**config.mk**
```make
export PLATFORM = sky130hd
export DESIGN_NAME = dmem_arbiter
export DESIGN_NICKNAME = d
export VERILOG_FILES = /design/src/rtl/dmem_arbiter.sv
export SDC_FILE = /design/constraint.sdc
export NUM_CORES = 1
export LEC_CHECK = 0
export ABC_AREA = 1
export ABC_CLOCK_PERIOD_IN_PS = 3200
export BUFFER_PORTS_ARGS = -buffer_cell sky130_fd_sc_hd__buf_2
export CORE_AREA = 4 4 115 117
export CTS_CLUSTER_SIZE = 25
export DETAILED_ROUTE_END_ITERATION = 7
export DIE_AREA = 0 0 119 121
export PLACE_DENSITY = 0.65
export SLEW_MARGIN = 20
export SYNTH_ARGS = -nofsm -noshare
export SYNTH_HDL_FRONTEND = slang
export SYNTH_SLANG_ARGS = --single-unit
export TNS_END_PERCENT = 5
```
**constraint.sdc**
```tcl
create_clock -name clk -period 3.2 [get_ports clk]
set_clock_uncertainty 0.2 [all_clocks]
set_input_delay 0.48 -clock clk [delete_from_list [all_inputs] [get_ports clk]]
set_output_delay 0.48 -clock clk [all_outputs]
set_load 0.02 [all_outputs]
```
**src/rtl/dmem_arbiter.sv**
```systemverilog
// -----------------------------------------------------------------------------
// dmem_arbiter
//   Shares one single-port data memory between two requesters. Port 0 (CPU MEM
//   stage) has priority. Port 1 (DMA/loader) is protected from starvation by a
//   wait counter that force-grants it after MAX_WAIT consecutive refused cycles.
//   One access is issued per cycle. The response (read data + error flag)
//   appears one cycle after acceptance. Out-of-range and misaligned word stores
//   are rejected without writing memory.
//
// Ports
//   clk, reset_n                 clock, asynchronous active-low reset
//   reqN_valid / reqN_ready      request handshake (ready is combinational)
//   reqN_we, reqN_byte           store enable, byte-lane store select
//   reqN_addr, reqN_wdata        byte address, store data
//   rspN_valid                   one-cycle response pulse per acceptance
//   rspN_rdata, rspN_err         pre-write word at the address (0 on error)
//   mem_we, mem_a, mem_wd, mem_b memory drive (all 0 when nothing is granted)
//   mem_rd                       combinational memory read data
// -----------------------------------------------------------------------------
module dmem_arbiter #(
  parameter int DEPTH_WORDS = 64,
  parameter int MAX_WAIT    = 4
) (
  input  logic        clk,
  input  logic        reset_n,

  input  logic        req0_valid,
  output logic        req0_ready,
  input  logic        req0_we,
  input  logic        req0_byte,
  input  logic [31:0] req0_addr,
  input  logic [31:0] req0_wdata,
  output logic        rsp0_valid,
  output logic [31:0] rsp0_rdata,
  output logic        rsp0_err,

  input  logic        req1_valid,
  output logic        req1_ready,
  input  logic        req1_we,
  input  logic        req1_byte,
  input  logic [31:0] req1_addr,
  input  logic [31:0] req1_wdata,
  output logic        rsp1_valid,
  output logic [31:0] rsp1_rdata,
  output logic        rsp1_err,

  output logic        mem_we,
  output logic [31:0] mem_a,
  output logic [31:0] mem_wd,
  output logic        mem_b,
  input  logic [31:0] mem_rd
);

  localparam logic [29:0] LP_DEPTH    = 30'(DEPTH_WORDS);
  localparam logic [3:0]  LP_MAX_WAIT = 4'(MAX_WAIT);

  logic [3:0]  r_wait_cnt;
  logic        r_rsp0_valid;
  logic [31:0] r_rsp0_rdata;
  logic        r_rsp0_err;
  logic        r_rsp1_valid;
  logic [31:0] r_rsp1_rdata;
  logic        r_rsp1_err;

  logic        w_force;
  logic        w_gnt0;
  logic        w_gnt1;
  logic        w_we;
  logic        w_byte;
  logic [31:0] w_addr;
  logic [31:0] w_wdata;
  logic        w_err;

  // Grants are gated by reset_n so nothing is accepted or written while reset
  // is asserted, even in the middle of a cycle.
  assign w_force = (r_wait_cnt >= LP_MAX_WAIT);
  assign w_gnt1  = reset_n & req1_valid & (w_force | ~req0_valid);
  assign w_gnt0  = reset_n & req0_valid & ~w_gnt1;

  // Selected request; stays all-zero when nothing is granted so the memory
  // drive outputs fall to 0 without extra gating.
  always_comb begin
    w_we    = 1'b0;
    w_byte  = 1'b0;
    w_addr  = '0;
    w_wdata = '0;
    if (w_gnt1) begin
      w_we    = req1_we;
      w_byte  = req1_byte;
      w_addr  = req1_addr;
      w_wdata = req1_wdata;
    end else if (w_gnt0) begin
      w_we    = req0_we;
      w_byte  = req0_byte;
      w_addr  = req0_addr;
      w_wdata = req0_wdata;
    end
  end

  // Loads ignore the low address bits; only word stores must be aligned.
  assign w_err = (w_addr[31:2] >= LP_DEPTH) |
                 (w_we & ~w_byte & (w_addr[1:0] != 2'b00));

  assign mem_we = w_we & ~w_err;
  assign mem_a  = w_addr;
  assign mem_wd = w_wdata;
  assign mem_b  = w_byte;

  assign req0_ready = w_gnt0;
  assign req1_ready = w_gnt1;

  // Response registers: valid pulses for each acceptance, data/err hold when
  // the port is not accepting. mem_rd is sampled before the write lands.
  always_ff @(posedge clk or negedge reset_n) begin
    if (!reset_n) begin
      r_rsp0_valid <= 1'b0;
      r_rsp0_rdata <= '0;
      r_rsp0_err   <= 1'b0;
      r_rsp1_valid <= 1'b0;
      r_rsp1_rdata <= '0;
      r_rsp1_err   <= 1'b0;
    end else begin
      r_rsp0_valid <= w_gnt0;
      r_rsp1_valid <= w_gnt1;
      if (w_gnt0) begin
        r_rsp0_err   <= w_err;
        r_rsp0_rdata <= w_err ? '0 : mem_rd;
      end
      if (w_gnt1) begin
        r_rsp1_err   <= w_err;
        r_rsp1_rdata <= w_err ? '0 : mem_rd;
      end
    end
  end

  // Counts consecutive cycles port 1 is waiting; saturates so a long stall
  // can never wrap back below the force threshold.
  always_ff @(posedge clk or negedge reset_n) begin
    if (!reset_n) begin
      r_wait_cnt <= '0;
    end else if (req1_valid && !w_gnt1) begin
      if (r_wait_cnt != 4'hF) begin
        r_wait_cnt <= r_wait_cnt + 4'd1;
      end
    end else begin
      r_wait_cnt <= '0;
    end
  end

  assign rsp0_valid = r_rsp0_valid;
  assign rsp0_rdata = r_rsp0_rdata;
  assign rsp0_err   = r_rsp0_err;
  assign rsp1_valid = r_rsp1_valid;
  assign rsp1_rdata = r_rsp1_rdata;
  assign rsp1_err   = r_rsp1_err;

endmodule

```
======== Word level (Yosys, flattened, before mapping) ========
Index checks and enable logic that the tools add are counted.
storage, ports and cells
  bits in registers ....................... 72
  bits of input ports ..................... 168
  output and inout port bits .............. 136
cells by class
  add/sub/neg operators ................... 1
  magnitude comparators ................... 2
  equal/unequal tests ..................... 2
  multiplexer cells ....................... 11
  bitwise gates (word level) .............. 13
  reductions and logical operators ........ 3
operators by type and width
  kind                   number
  $mux W32               5
  $ge A30 B7 Y1 const B  1
  $mux W4                2
  $and A1 B1 Y1          7
  $add A4 B1 Y4 const B  1
  $ge A4 B3 Y1 const B   1
  $mux W1                4
  $ne A4 B4 Y1 const B   1
  $not A1 Y1             4
  $ne A2 B1 Y1 const B   1
  $or A1 B1 Y1           2
  $reduce_bool A2 Y1     1
  $logic_and A1 B1 Y1    1
  $logic_not A1 Y1       1

======== Logic depth before layout (Yosys ltp) ========
Gate-level depths: netlist (run 1).
  word-level depth ........................ 13
  depth in mapped cells ................... 16
  mapped depth without buffers ............ 13

======== Worst setup path after synthesis (run 1) ========
No wires, ideal clock.
  path type ............................... input port to output port
  start ................................... input port reset_n
  end ..................................... output port mem_we
  data arrival time ....................... 1920 ps
  setup slack ............................. 600 ps
  stages .................................. 11
  cells stage by stage .................... nand2_1 > inv_1 > nand2_4 > buf_2 > nand3_1 > nand2_1 > nor2_1 > nand2_1 > nor2_1 > nand2_1 > nor3_1
RTL lines
  item                         RTL line  RTL
  start, declared              25        input logic reset_n,
  $and A1 B1 Y1 (2 in series)  77        assign w_gnt1 = reset_n & req1_valid & (w_force | ~req0_valid);
  $not A1 Y1                   78        assign w_gnt0 = reset_n & req0_valid & ~w_gnt1;
  $and A1 B1 Y1                78
  $mux W32                     92        end else if (w_gnt0) begin
  $mux W32 (*)                 87        if (w_gnt1) begin
  via mem_a[22]                48        output logic [31:0] mem_a,
  $ge A30 B7 Y1 (*)            101       assign w_err = (w_addr[31:2] >= LP_DEPTH) |
  $or A1 B1 Y1 (*)             101
  $not A1 Y1 (*)               104       assign mem_we = w_we & ~w_err;
  $and A1 B1 Y1 (*)            104
  end, declared                47        output logic mem_we,
The timed path passes the listed nets; every way through them passes the cells marked *.

======== Worst setup path after layout (run 1) ========
  start ................................... register r_wait_cnt[2]
  end ..................................... output port mem_we
on the way
  longest elaborated chain between the ends .. 13
RTL lines
  item                                                                   RTL line  RTL
  start, declared                                                        57        logic [3:0] r_wait_cnt;
  start signal, assigned                                                 143       r_wait_cnt <= r_wait_cnt + 4'd1;
  $ge A4 B3 Y1 (*)                                                       76        assign w_force = (r_wait_cnt >= LP_MAX_WAIT);
  $or A1 B1 Y1 (*)                                                       77
  $and A1 B1 Y1 (*)                                                      77
  parallel branches: the longest is 9 deep, another holds $ge A30 B7 Y1  -
  $and A1 B1 Y1 (*)                                                      104
Mark *: on every way between the ends.

==> flow_summary.toml, run 1 <==
[die]
core_um2 = 12400
die_area_um2 = 14400
die_y_um = 121
initial_core_util_pct = 30.7
pin_count = 304
rows = 41
dieWidth_um = 119

[power]
peakVddDrop_mv = 0.228
power_density_nw_per_um2 = 422
cellLeakagePower_uw = 0.00363

[synth]
synth_cell_types = 23
syn_avg_cell_area_um2 = 7.93
ys_seq_elements = 72
ys_seq_area_share_pct = 47.4
syn-num-nets = 648
syn_area_um2 = 3800
synth_cells = 479
yosysWarnings = 0

[layout]
fill_cells = 1300
drive_gt1_share_pct = 45.0
area_growth_pct = 51.9
nNetsFinal = 938
fin_util_pct = 46.7

[timing]
clock.fmax_mhz = 338
maxSlewHeadroom_pct = 40.7
grt_setup_unrepaired = "no"
finalSetupViolCount = 0
hold_slack_ns = 0.190
tns_ns = 0
hold_violations = 0
worst_slew_pin_slew_ns = 0.890
post-route-period-util_pct = 92.4
slew_viol_final = 0
period_minus_slack_ns = 2.96

[critical_path]
cp.arrival_ns = 2.28
worst-setup-path-type = "flop to output pin"
end_kind = "output pin"
critPathRequiredTime_ns = 2.52
crit_fanout = 34
start_kind = "flop"

[cts]
cts_max_path_buffers = 2
clk_latency_ns = 0.32
cts_root_buf = "clkbuf_16"
cts_tree = "done"
htreeDepth = 3
clk_pin_slew_worst_paths_ns = 0.06
cts_sinks = 72
cts_buffers = 9

[route]
initialDrtViolationCount = 321
drc = 0
ant_nets = 0
wl_per_cell_um = 16.5
firstDrtPassIters = 4
vias = 4491
drt_wl_total_um = 15700
vias_per_cell = 4.74

[global_route]
grt_max_degree = 71
grt_pass1_wl_um = 23300
antenna_found_initial = 2
grt.total_usage_pct = 20.6
grt_pass1_vias = 4195
grt_overflow = 0

[placement]
io_buffers = 303
dp_hpwl_um = 12100
place.gp.congestion = 0.926

[min_path]
hold_class = "input port to flop"

[outcome]
outcome = "finished clean"

[job]
cap_violations = 0
## cells by family (layout without fill, tap and decap cells)
kind of cell               after synthesis  count (layout)  synth area share [%]
xor gates and xnor gates                 1               1                 0.231
AOI/OAI and AO/OA                       46              46                  9.95
adders and majority gates                1               1                 0.329
and+or+nand+nor                        316             317                  36.1
other                                    0               2                     0
buffers and inverters                   43             337                  5.93
DFF                                     72              72                  47.4
## power by group
group | leakage [uW] | internal (uW) | total, uW | switching (uW)
Combinational | 0.00249 | 182 | 488 | 306
Clock | 0.000145 | 627 | 1010 | 381
Sequential | 0.000996 | 931 | 942 | 10.9
## stage by stage
step	cell area (um^2)	cells	power, uW	setup slack, ns
4_1_cts	5740	945	2460	0.0788
3_5_place_dp	5420	928	1440	0.266
2_1_floorplan	3800	479	1200	0.600
6_report	5770	948	2440	0.243
3_3_place_gp	5420	928	1440	0.294
5_1_grt	5770	948	2550	0.0199
## registers in the layout (all words and copies together), names as in the netlist
| signal | cells |
|---|---|
| rsp0_rdata | 32 |
| rsp1_rdata | 32 |
| r_wait_cnt | 4 |
| rsp0_err | 1 |
| rsp0_valid | 1 |
| rsp1_err | 1 |
| rsp1_valid | 1 |
## final cells by class
cell class                 count  area, um^2  share of cell area (%)
tap                          172         215                    3.73
clock inverter                 6        67.6                    1.17
multi-input combinational    365        1800                    31.2
antenna                        2        5.00                  0.0867
inverter                       8        35.0                   0.607
timing repair buffer         313        1610                    27.8
sequential                    72        1800                    31.2
clock buffer                  10         239                    4.14
## worst max-delay path, cell delays in order, from the launching register on
cell,delay (ns)
dfrtp_1,0.41
nor2_2,0.14
nand2_2,0.14
nand2_8,0.16
inv_6,0.12
nand2_1,0.08
nand2_1,0.08
nor2_1,0.16
nand2_1,0.07
nor2_1,0.13
nand2_1,0.13
nor3_2,0.13
buf_2,0.19
## routing by layer
layer  routed length [um]  track usage, %  vias to the layer above
met5                    0               0                        -
met4                  244            5.65                        0
met3                  991            3.96                       16
met2                 8070            36.1                      205
met1                 6350            26.0                     2087
li1                     -               -                     2183
## path summary, 6_finish.rpt
check | from | to | slack (ns) | depth (start not counted)
setup / recovery | r_wait_cnt[2] | mem_we | 0.24 | 12
hold / removal | mem_rd[23] | rsp0_rdata[23] | 0.19 | 3
setup reg to reg | r_wait_cnt[2] | rsp0_rdata[14] | 0.66 | 14
hold reg to reg | rsp1_rdata[23] | rsp1_rdata[23] | 0.27 | 2
max in group asynchronous | reset_n | rsp0_valid | 1.96 | 2
min in group asynchronous | reset_n | rsp0_rdata[13] | 0.26 | 2
## synth_stat cells
library cell / count / area, um^2
clkbuf_1: 10 / 37.5
nor2_1: 17 / 63.8
buf_2: 7 / 35.0
inv_1: 5 / 18.8
buf_6: 7 / 78.8
nand2_4: 1 / 11.3
nand2_1: 199 / 747
dfrtp_1: 72 / 1800
nor3_1: 1 / 5.00
xor2_1: 1 / 8.76
o21a_1: 1 / 7.51
nand2_2: 2 / 12.5
nand3_2: 10 / 100
o21ai_1: 1 / 5.00
o21ai_0: 5 / 25.0
inv_4: 1 / 6.26
nor2_2: 2 / 12.5
o31ai_1: 1 / 7.51
inv_2: 2 / 7.51
ha_1: 1 / 12.5
buf_1: 11 / 41.3
nand3_1: 84 / 420
a22o_1: 38 / 333
## cells in the final DEF (no fill, tap or decap), types with 2 or more instances in the layout
master and instances:
clkinvlp_4 2, inv_2 2, a22o_1 38, clkbuf_16 9, o21ai_0 5, buf_2 303
inv_1 5, inv_6 2, nand3_2 10, diode_2 2, buf_4 8, nor2_1 17
nand2_2 2, nand2_1 199, dfrtp_1 72, nand3_1 84
## timing repair
action	4_1_cts	5_1_grt
gates resized for setup	0	3
setup endpoints to repair	0	1
hold buffers	1	0
endpoints found under the hold margin	2	0
setup buffers	0	0
Note: power is estimated with default switching activity, not from simulation.
==> run 2, diff against run 1 <==
Settings changed: ABC_CLOCK_PERIOD_IN_PS 3200 to 2900, CAP_MARGIN set to 20, CELL_PAD_IN_SITES_DETAIL_PLACEMENT set to 0, CELL_PAD_IN_SITES_GLOBAL_PLACEMENT set to 1, CORE_AREA 4 4 115 117 to unset, CORE_ASPECT_RATIO set to 0.9, CORE_MARGIN set to 4, CORE_UTILIZATION set to 26, DIE_AREA 0 0 119 121 to unset, PLACE_DENSITY 0.65 to 0.8.
Clock period 3.2 ns to 2.9 ns, I/O delays scaled along.
==> flow_summary.toml, run 2 (synthesized netlist as in run 1, its figures left out) <==
[route]
wl_per_cell_um = 16.7
vias_per_cell = 4.56
drt_wl_total_um = 16200
ant_nets = 0
firstDrtPassIters = 4
initialDrtViolationCount = 219
vias = 4423
drc = 0

[power]
p_int_uw = 1950
cellLeakagePower_uw = 0.00365
combPwrFrac_pct = 20.0
swShare_pct = 28.3
power.switching_uw = 767
peakVddDrop_mv = 0.287
p_clk_share_pct = 41.6
power_density_nw_per_um2 = 465
seq_power_share_pct = 38.3

[layout]
drive_gt1_share_pct = 45.2
nNetsFinal = 941
area_growth_pct = 53.7
multiInputGateArea_um2 = 1810
fill_cells = 1488
finalNonFillerCells = 971
layout_common_cells = "buf_2 (302), nand2_1 (199), nand3_1 (84)"
layout_commonest_cell = "buf_2"
regArea_um2 = 1800

[timing]
post-route-period-util_pct = 95.0
slew_viol_final = 0
worst_slew_pin_slew_ns = 0.916
maxSlewHeadroom_pct = 38.9
hold_slack_ns = 0.151
hold_violations = 0
period_minus_slack_ns = 2.75
finalSetupViolCount = 0
worst_slack_ns = 0.146
clock.fmax_mhz = 363

[cts]
cts_root_buf = "clkbuf_16"
cts_sinks = 72
clk_latency_ns = 0.32
ctsHoldBuffers = 0
cts_tree = "done"
cts_buffers = 9
cts_max_path_buffers = 2
htreeDepth = 3
clk_pin_slew_worst_paths_ns = 0.06

[die]
die_area_um2 = 16600
die_y_um = 123
core_um2 = 14200
dieWidth_um = 135
rows = 41
pin_count = 304
initial_core_util_pct = 26.8

[global_route]
grt.total_usage_pct = 18.6
grt_pass1_wl_um = 24000
grt_overflow = 0
grt_max_degree = 73
grt_pass1_vias = 4204
antenna_found_initial = 6

[critical_path]
critPathRequiredTime_ns = 2.27
worst-setup-path-type = "flop to output pin"
cp.arrival_ns = 2.12
start_kind = "flop"
crit_fanout = 31
end_kind = "output pin"

[min_path]
hold_class = "input port to flop"

[placement]
place.gp.congestion = 0.926
dp_hpwl_um = 12300
io_buffers = 303
dpl.cell_count = 949
pre_cts_ws_ns = 0.135

[job]
cap_violations = 0

[outcome]
outcome = "finished clean"
==> run 2: area by class of cell <==
class	count	share of cell area (%)
well taps	193	4.14
multi-input cells	365	31.0
clock buffers	12	4.39
inverters	8	0.600
clock inverters	4	0.879
flip-flops and latches	72	30.9
diodes	1	0.0429
repair buffers	316	28.1
==> run 2: critical path, stage by stage, from the launching register on <==
cell	delay (ns)
dfrtp_1	0.41
nor2_2	0.15
nand2_4	0.10
nand2_8	0.11
inv_6	0.11
nand2_1	0.08
nand2_1	0.06
nor2_1	0.11
nand2_1	0.07
nor2_1	0.10
nand2_1	0.12
nor3_2	0.19
buf_4	0.17
==> run 2: path summary, 6_finish.rpt <==
check,startpoint,cells after the start,slack (ns),end
worst max-delay path,r_wait_cnt[2],12,0.15,mem_we
worst min-delay path,mem_rd[18],3,0.15,rsp0_rdata[18]
worst max register to register,r_wait_cnt[2],14,0.51,rsp1_rdata[0]
worst min register to register,rsp1_rdata[12],2,0.27,rsp1_rdata[12]
max in group asynchronous,reset_n,2,1.68,r_wait_cnt[3]
min in group asynchronous,reset_n,2,0.23,rsp1_rdata[14]
==> run 2: repair_timing <==
item | 4_1_cts | 5_1_grt
setup buffers | 0 | 4
gates cloned | 0 | 1
gates resized for setup | 2 | 3
endpoints found under the setup margin | 2 | 5
pin swaps | 1 | 2
==> run 2: metrics by stage <==
step | area, um^2 | power, uW | setup TNS, ns | util, %
after global routing | 5840 | 2850 | -0.0270 | 41.2
after CTS | 5780 | 2740 | 0 | 40.8
after floorplan | 3800 | 1330 | 0 | -
final | 5840 | 2710 | 0 | 41.2
after global placement | 5460 | 1600 | 0 | 38.6
after detailed placement | 5460 | 1600 | 0 | 38.6
==> run 2: power groups by stage <==
stage               combinational, uW  clock (uW)  sequential [uW]
global route                      593        1210             1040
detailed placement                540           0             1060
finish                            544        1130             1040
floorplan                         246           0             1080
global placement                  541           0             1060
CTS                               543        1160             1040
==> run 2: metal layers <==
metal / part of all wire (%) / up-vias / global-route usage (%)
li1: - / 2179 / -
met1: 43 / 2035 / 24.8
met2: 48 / 179 / 30.0
met3: 7.9 / 22 / 5.90
met4: 0.96 / 8 / 3.72
met5: 0.29 / - / 0
